`src/rtl/bram_subbank_reader.sv`:
```
// bram_subbank_reader: streams len consecutive words out of a single-port
// subbank, starting at a base address and wrapping modulo BANK_DEPTH. The
// 1-cycle read latency is absorbed by a 4-entry FIFO that feeds the output
// stream.
//
// Handshake: a word transfers on the output stream in every cycle where
// m_valid & m_ready are both high at the rising edge. While m_valid=1 and
// m_ready=0, m_data and m_last hold stable. m_valid never depends on m_ready.
module bram_subbank_reader #(
  parameter int DATA_WIDTH = 24,
  parameter int ADDR_WIDTH = 32,
  parameter int BANK_DEPTH = 32,
  parameter int LEN_WIDTH  = 16
) (
  input  logic                  clk,
  input  logic                  rst,
  input  logic                  start,
  input  logic [ADDR_WIDTH-1:0] start_addr,
  input  logic [LEN_WIDTH-1:0]  start_len,
  output logic                  busy,
  output logic                  done,
  output logic                  err,
  output logic                  mem_cs,
  output logic                  mem_re,
  output logic [ADDR_WIDTH-1:0] mem_raddr,
  input  logic [DATA_WIDTH-1:0] mem_dout,
  output logic                  m_valid,
  output logic [DATA_WIDTH-1:0] m_data,
  output logic                  m_last,
  input  logic                  m_ready,
  output logic [1:0]            dbg_state
);

  typedef enum logic [1:0] {
    S_IDLE  = 2'd0,
    S_READ  = 2'd1,
    S_DRAIN = 2'd2
  } state_t;

  state_t                state_q, state_d;
  logic [ADDR_WIDTH-1:0] addr_q, addr_d;
  logic [LEN_WIDTH-1:0]  len_q, len_d;
  logic [LEN_WIDTH-1:0]  issued_q, issued_d;
  logic                  done_q, done_d;
  logic                  err_q, err_d;
  logic                  issue, last_issue;

  // A read issued last cycle returns data this cycle; its last tag travels with it.
  logic                  rd_pend_q, last_pend_q;

  // FIFO entries hold {last, data}.
  logic [DATA_WIDTH:0]   fifo_mem [4];
  logic [1:0]            wptr_q, rptr_q;
  logic [2:0]            cnt_q, cnt_d;
  logic [DATA_WIDTH:0]   head;
  logic                  push, pop;
  logic [3:0]            inflight;

  assign head     = fifo_mem[rptr_q];
  assign push     = rd_pend_q;
  assign pop      = m_valid & m_ready;
  // Words already buffered plus the one still in the subbank pipeline.
  assign inflight = {1'b0, cnt_q} + {3'b000, rd_pend_q};

  assign busy      = (state_q != S_IDLE);
  assign done      = done_q;
  assign err       = err_q;
  assign mem_re    = issue;
  assign mem_cs    = issue;
  assign mem_raddr = issue ? addr_q : '0;
  assign m_valid   = (cnt_q != 3'd0);
  assign m_data    = m_valid ? head[DATA_WIDTH-1:0] : '0;
  assign m_last    = m_valid ? head[DATA_WIDTH] : 1'b0;
  assign dbg_state = state_q;

  // Next-state logic: command decode, credit-limited read issue, drain to completion.
  always_comb begin
    state_d    = state_q;
    addr_d     = addr_q;
    len_d      = len_q;
    issued_d   = issued_q;
    done_d     = 1'b0;
    err_d      = 1'b0;
    issue      = 1'b0;
    last_issue = 1'b0;
    case (state_q)
      S_IDLE: begin
        if (start) begin
          if (start_addr >= ADDR_WIDTH'(BANK_DEPTH)) begin
            err_d = 1'b1;
          end else if (start_len == '0) begin
            done_d = 1'b1;
          end else begin
            addr_d   = start_addr;
            len_d    = start_len;
            issued_d = '0;
            state_d  = S_READ;
          end
        end
      end
      S_READ: begin
        // At most 4 words may be buffered or in flight, so the FIFO cannot overflow.
        if (inflight <= 4'd3) begin
          issue      = 1'b1;
          last_issue = (issued_q == len_q - LEN_WIDTH'(1));
          issued_d   = issued_q + LEN_WIDTH'(1);
          addr_d     = (addr_q == ADDR_WIDTH'(BANK_DEPTH - 1)) ? '0 : addr_q + ADDR_WIDTH'(1);
          if (last_issue) state_d = S_DRAIN;
        end
      end
      S_DRAIN: begin
        if (pop && head[DATA_WIDTH]) begin
          state_d = S_IDLE;
          done_d  = 1'b1;
        end
      end
      default: state_d = S_IDLE;
    endcase
  end

  // FIFO occupancy: a simultaneous push and pop leaves it unchanged.
  always_comb begin
    cnt_d = cnt_q;
    case ({push, pop})
      2'b10:   cnt_d = cnt_q + 3'd1;
      2'b01:   cnt_d = cnt_q - 3'd1;
      default: cnt_d = cnt_q;
    endcase
  end

  // Control and pointer registers; reset aborts any transfer and flushes the FIFO.
  always_ff @(posedge clk) begin
    if (rst) begin
      state_q     <= S_IDLE;
      addr_q      <= '0;
      len_q       <= '0;
      issued_q    <= '0;
      done_q      <= 1'b0;
      err_q       <= 1'b0;
      rd_pend_q   <= 1'b0;
      last_pend_q <= 1'b0;
      wptr_q      <= '0;
      rptr_q      <= '0;
      cnt_q       <= '0;
    end else begin
      state_q     <= state_d;
      addr_q      <= addr_d;
      len_q       <= len_d;
      issued_q    <= issued_d;
      done_q      <= done_d;
      err_q       <= err_d;
      rd_pend_q   <= issue;
      last_pend_q <= last_issue;
      if (push) wptr_q <= wptr_q + 2'd1;
      if (pop)  rptr_q <= rptr_q + 2'd1;
      cnt_q       <= cnt_d;
    end
  end

  // FIFO storage captures the subbank word together with its last tag.
  always_ff @(posedge clk) begin
    if (push) fifo_mem[wptr_q] <= {last_pend_q, mem_dout};
  end

endmodule

```
`config.mk`:
```
export PLATFORM = sky130hd
export DESIGN_NAME = bram_subbank_reader
export DESIGN_NICKNAME = d
export VERILOG_FILES = /design/src/rtl/bram_subbank_reader.sv
export SDC_FILE = /design/constraint.sdc
export NUM_CORES = 1
export LEC_CHECK = 0
export ABC_AREA = 0
export ABC_CLOCK_PERIOD_IN_PS = 3500
export CORE_MARGIN = 5
export CORE_UTILIZATION = 32
export CTS_CLUSTER_SIZE = 8
export DETAILED_ROUTE_END_ITERATION = 8
export DONT_BUFFER_PORTS = 1
export GPL_TIMING_DRIVEN = 0
export PLACE_DENSITY_LB_ADDON = 0.2
export SKIP_CTS_REPAIR_TIMING = 1
export SLEW_MARGIN = 15
export SYNTH_ARGS = -nofsm -noshare
export SYNTH_HDL_FRONTEND = slang
export SYNTH_SLANG_ARGS = --single-unit
```
`constraint.sdc`:
```
create_clock -name clk -period 3.5 [get_ports clk]
set_clock_uncertainty 0.15 [all_clocks]
set_input_delay 0.35 -clock clk [delete_from_list [all_inputs] [get_ports clk]]
set_output_delay 0.35 -clock clk [all_outputs]
set_load 0.05 [all_outputs]
```
* Yosys cells after proc, flatten, opt, wreduce, memory -nomap -nowiden
Memory sizes are Yosys's and may differ from the RTL's. A register that Yosys moved wholly into a read port is not among the register bits.
Index checks and enable logic that the tools add are counted.
** Storage, ports and cells
- Register bits after elaboration :: 77
- Memory bits (writable) :: 100
- Bits of input ports :: 76
- Output and inout bits :: 65
- Word-level logic and storage cells :: 87
- Memories kept :: 1
** Cells by class
- $add $sub $neg :: 8
- Order comparisons :: 2
- Eq/ne operators :: 12
- Mux-type cells :: 34
- Bitwise operators :: 7
- Reductions and logical operators :: 12
** Memory list
- fifo_mem :: words 4, bits a word 25, read ports 1, clocked after Yosys merged registers in 1, write ports 1, RTL line 52 : logic [DATA_WIDTH:0] fifo_mem [4];
** Operators by type and width (number)
- $mux 32 :: 6
- $mux 16 :: 4
- $pmux 32 s2 :: 1
- $add 32x1->32 const B :: 1
- $eq 32x5->1 const B :: 1
- $ge 32x6->1 const B :: 1
- $pmux 16 s2 :: 1
- $mux 24 :: 1
- $add 16x1->16 const B :: 1
- $eq 16x16->1 :: 1
- $logic_not 16->1 :: 1
- $mux 2 :: 8
- $sub 16x1->16 const B :: 1
- $ne 2x2->1 const B :: 6
- $mux 1 :: 10
- $not 1->1 :: 6
- $pmux 2 s3 :: 1
- $pmux 3 s2 :: 1
- $reduce_and 6->1 :: 1
- $reduce_bool 2->1 :: 3
- $reduce_or 3->1 :: 2
- $reduce_and 5->1 :: 1
- $add 2x1->2 const B :: 2
- $add 3x1->4 :: 1
- other kinds (11) :: 13

* Logic depth before layout (Yosys ltp)
- Depth in word-level cells :: 5
- Mapped depth :: 10
- Depth with buffers taken out :: 9

* Least setup slack after synthesis
Ideal clock, no wire load.
- Path type :: register to output
- Start point :: register state_q[0], in the netlist dbg_state[0]
- End point :: output port mem_raddr[22]
- Data arrival time :: 2.365 ns
- Required time :: 3.000 ns
- Setup slack :: 0.635 ns
- Stages on the path, launching flop included :: 6
- Path buffers :: 2
- Path through :: dfxtp_1 > buf_2 > nand2_1 > nor2_1 > clkbuf_1 > and2_1
** On the way
- Longest elaborated chain between the ends :: 3
** Ends and longest elaborated chain
- from (decl) :: RTL line 40 : state_t state_q, state_d;
- from (signal assigned) :: RTL line 146 : state_q <= state_d;
- $eq 2x1->1 :: RTL line 86 : case (state_q)
- $mux 1 :: RTL line 86
- named net mem_cs :: RTL line 23 : output logic mem_cs,
- $mux 32 :: RTL line 70 : assign mem_raddr = issue ? addr_q : '0;
- to (decl) :: RTL line 25 : output logic [ADDR_WIDTH-1:0] mem_raddr,
The timed path passes the listed nets, and every way through them passes these cells.

* Worst setup path in the final report
- Start point :: register state_q[0], in the netlist dbg_state[0]
- End point :: output port mem_raddr[18]
** On the way
- Longest elaborated chain between the ends :: 3
** Ends and longest elaborated chain (RTL line)
- $eq 2x1->1 :: 86
- $mux 1 :: 86
- $mux 32 :: 70
No other way between the ends.

==> impl_results.md <==
- Main combinational cell family by area after synthesis: simple AND/OR/NAND/NOR gates
- Area grow syn2layout: 17.2%
- Largest net degree at the start of global routing: 26
- Final Util: 37.9%
- Max Cap Violations: 0
- Setup violations, final: 0
- Via Count: 6305
- Total GRT Usage: 15.0%
- Initial antenna violation count: 1
- Avg Cell Area, Syn: 10.8 sq um
- Die area: 30400 sq um
- Clk sink count: 179
- Mapped Cells: 797
- CTS tree: done
- Mux cell area share after synthesis: 8.86%
- Layout cell share with drive strength beyond 1: 12.5%
- Total power: 4210 uW
- FP Rows: 60
- Die height: 174 um
- Pwr dens: 416 nW/um^2
- Synth Area in Compound Gates: 8.54%
- TNS Setup: 0 ns
- Number of synthesized register bits: 179
- Crit-path leading delay family: simple AND/OR/NAND/NOR gates
- Logic pwr share: 2.2%
- DRT antenna net count: 0
- Fmax: 312 MHz
- Final net count: 943
- Synth top area share: 34.8%
- Cell Count Post-Placement: 1138
- NetSw: 987 uW
- Cell breakdown of the critical path: buf_2, nand2_1, nor2_1, clkbuf_1, and2_1
- Initial Util: 32.3%
- Status: finished clean
- GRT overflow: 0
- Clk pwr share: 45.1%
- Non-Filler Instances: 1212
- Worst Hold Class: in2reg
- Largest area contributor in the netlist: edfxtp_1
- CP arrival: 2.71 ns
- CTS Buffer Depth: 2
- Max incr delay on CP: 0.52 ns
- First-pass GRT wire length: 35.9 mm
- Critical Path RT: 3.00 ns
- Core Box Area: 26700 sq um
- Setup crit start kind: flip-flop
- Final period util: 91.7%
- Min Tclk post-route: 3.21 ns
- Final hold violation count: 0
- Final Slew Violations: 0
- WL final: 23.2 mm
- Buf+Inv Stages, Crit Path: 2
- Ys Warns: 0
- Top Metal Used: met4
- # port buffers: 0
- GP Congestion: 0.879
- Max IR drop VDD: 0.284 mV
- CP max-delay cell: dfxtp_2
- Number of remaining DRC errors: 0
- CTS Root Cell: clkbuf_16
- RSZ-0062 raised after global routing: no
- HPWL Detailed: 16.4 mm
- Pre-Repair DR Iteration Count: 5
- Simple-Gate Fraction of Synth Area: 21.0%
- Synth unique cells: 63
- Met3 wire len: 1.65 mm
- Mapped Nets: 882
- Met1 wire length: 10.5 mm
- Initial DRC count: 445
- Synth Area in Adders: 1.39%
- Die width: 174 um
- Top post-synthesis cells by count: 100 x edfxtp_1, 79 x dfxtp_1, 73 x nor2_1
- Fillers: 2662
- Worst-Margin Slew: 0.942 ns
- Async S/R FF share, synth: 0%
- Most common cell in the netlist: edfxtp_1
- Post-Synth XOR/XNOR Area: 3.65%
- Static Leak: 0.00327 uW
- Number of diodes: 0
- Switching Fraction: 23.5%
- Max-slew headroom: 36.9%
- Cts bufs inserted: 17
- Met2 wire len: 10.7 mm
- Clock-pin slew on the worst setup and hold paths: 0.08 ns
- Vias per cell: 5.20
- H-tree lvl count: 4
- Max FO, Critical Path: 10
- Post-synthesis sequential area ratio: 53.1%
- Internal: 3220 uW
- Post-synth EDFFs: 100
- Mapped cell area: 8630 sq um
- Worst-skew pair later-pin latency: 0.44 ns
- I/O pin total: 141
- Ys flop type: edfxtp_1
- CP Class: reg2out
- Reg power frac: 52.7%
- WL per Instance: 19.2 um
- CP endpoint kind: primary output
- Vias in the first global route: 6127
- Top cells by area, synth: edfxtp_1 35%, dfxtp_1 18%, mux4_2 6.5%
-- sequential cells by signal, indices dropped and copies added, names as in the netlist, named ones only --
register	count
addr_q	32
cnt_q	3
dbg_state	2
done	1
err	1
fifo_mem	100
issued_q	16
last_pend_q	1
len_q	16
push	1
rptr_q	2
wptr_q	2
-- logic make-up after synthesis --
kind of cell,Yosys count
DFF,179
xor gates and xnor gates,36
and+or+nand+nor,335
muxes,45
buffers and inverters,73
AOI/OAI and AO/OA,120
adders and majority gates,9
-- worst reg2reg max path: stages, from the launching register on --
cell and delay [ns]:
dfxtp_1 0.80, nor2b_1 0.25, nand2_1 0.15, o21a_1 0.31
nand4_1 0.29, nor2_4 0.41, or2_0 0.15, buf_2 0.15
buf_4 0.18, nor2_1 0.06
-- routing by layer --
layer / vias to the layer above / GRT usage, %
met2: 197 / 23.4
met4: 0 / 4.72
met5: - / 0
met1: 3032 / 19.7
li1: 3048 / -
met3: 28 / 5.05
-- layout make-up --
cell class | instances | area (sq um) | area share, %
flip-flops and latches | 179 | 4590 | 45.3
multi-input cells | 545 | 3800 | 37.6
well taps | 341 | 427 | 4.22
clock buffers | 17 | 425 | 4.20
repair buffers | 42 | 420 | 4.16
plain buffers | 47 | 200 | 1.98
clock inverters | 15 | 161 | 1.60
inverters | 26 | 97.6 | 0.965
-- power by group through the flow --
stage / combinational [uW] / sequential [uW] / clock, uW
after floorplan: 27.5 / 2260 / 0
after global placement: 41.0 / 2260 / 0
after detailed placement: 40.7 / 2260 / 0
after CTS: 40.8 / 2220 / 1960
after global routing: 101 / 2210 / 2040
final: 92.3 / 2220 / 1900
-- stage by stage --
step | area (sq um) | setup slack, ns | hold slack, ns
after floorplan | 8630 | 0.635 | 0.288
after global placement | 9060 | 0.0402 | 0.299
after detailed placement | 9080 | 0.0240 | 0.299
after CTS | 9670 | -0.455 | -0.161
after global routing | 10100 | 0.0823 | 0.0295
final | 10100 | 0.291 | 0.0159
-- cells in the final DEF, fill, tap and decap left out, types with 7 or more instances in the layout --
cell type	Yosys	routed
edfxtp_1	100	100
dfxtp_1	79	78
nor2_1	73	73
nand2_1	50	50
dlygate4sd3_1	0	42
a21oi_1	41	41
and2_1	62	40
clkbuf_1	36	35
o21ai_0	33	33
nor4_1	29	29
nand3_1	27	27
inv_1	26	26
mux4_2	25	25
xnor2_1	24	24
and2_2	0	22
nor3_1	26	22
mux2i_1	19	19
clkbuf_16	0	17
nand4_1	16	16
xor2_1	12	12
or3_1	9	9
nor2b_1	9	9
ha_1	8	8
inv_8	0	7
-- final timing paths --
kind,to,cells past startpoint,slack (ns),start
max,mem_raddr[18],5,0.29,dbg_state[0]
min,addr_q[7],4,0.02,start_addr[7]
max reg2reg,issued_q[11],9,0.50,dbg_state[1]
min reg2reg,fifo_mem[1][24],0,0.34,last_pend_q
Power figures use the tool's default switching activity.
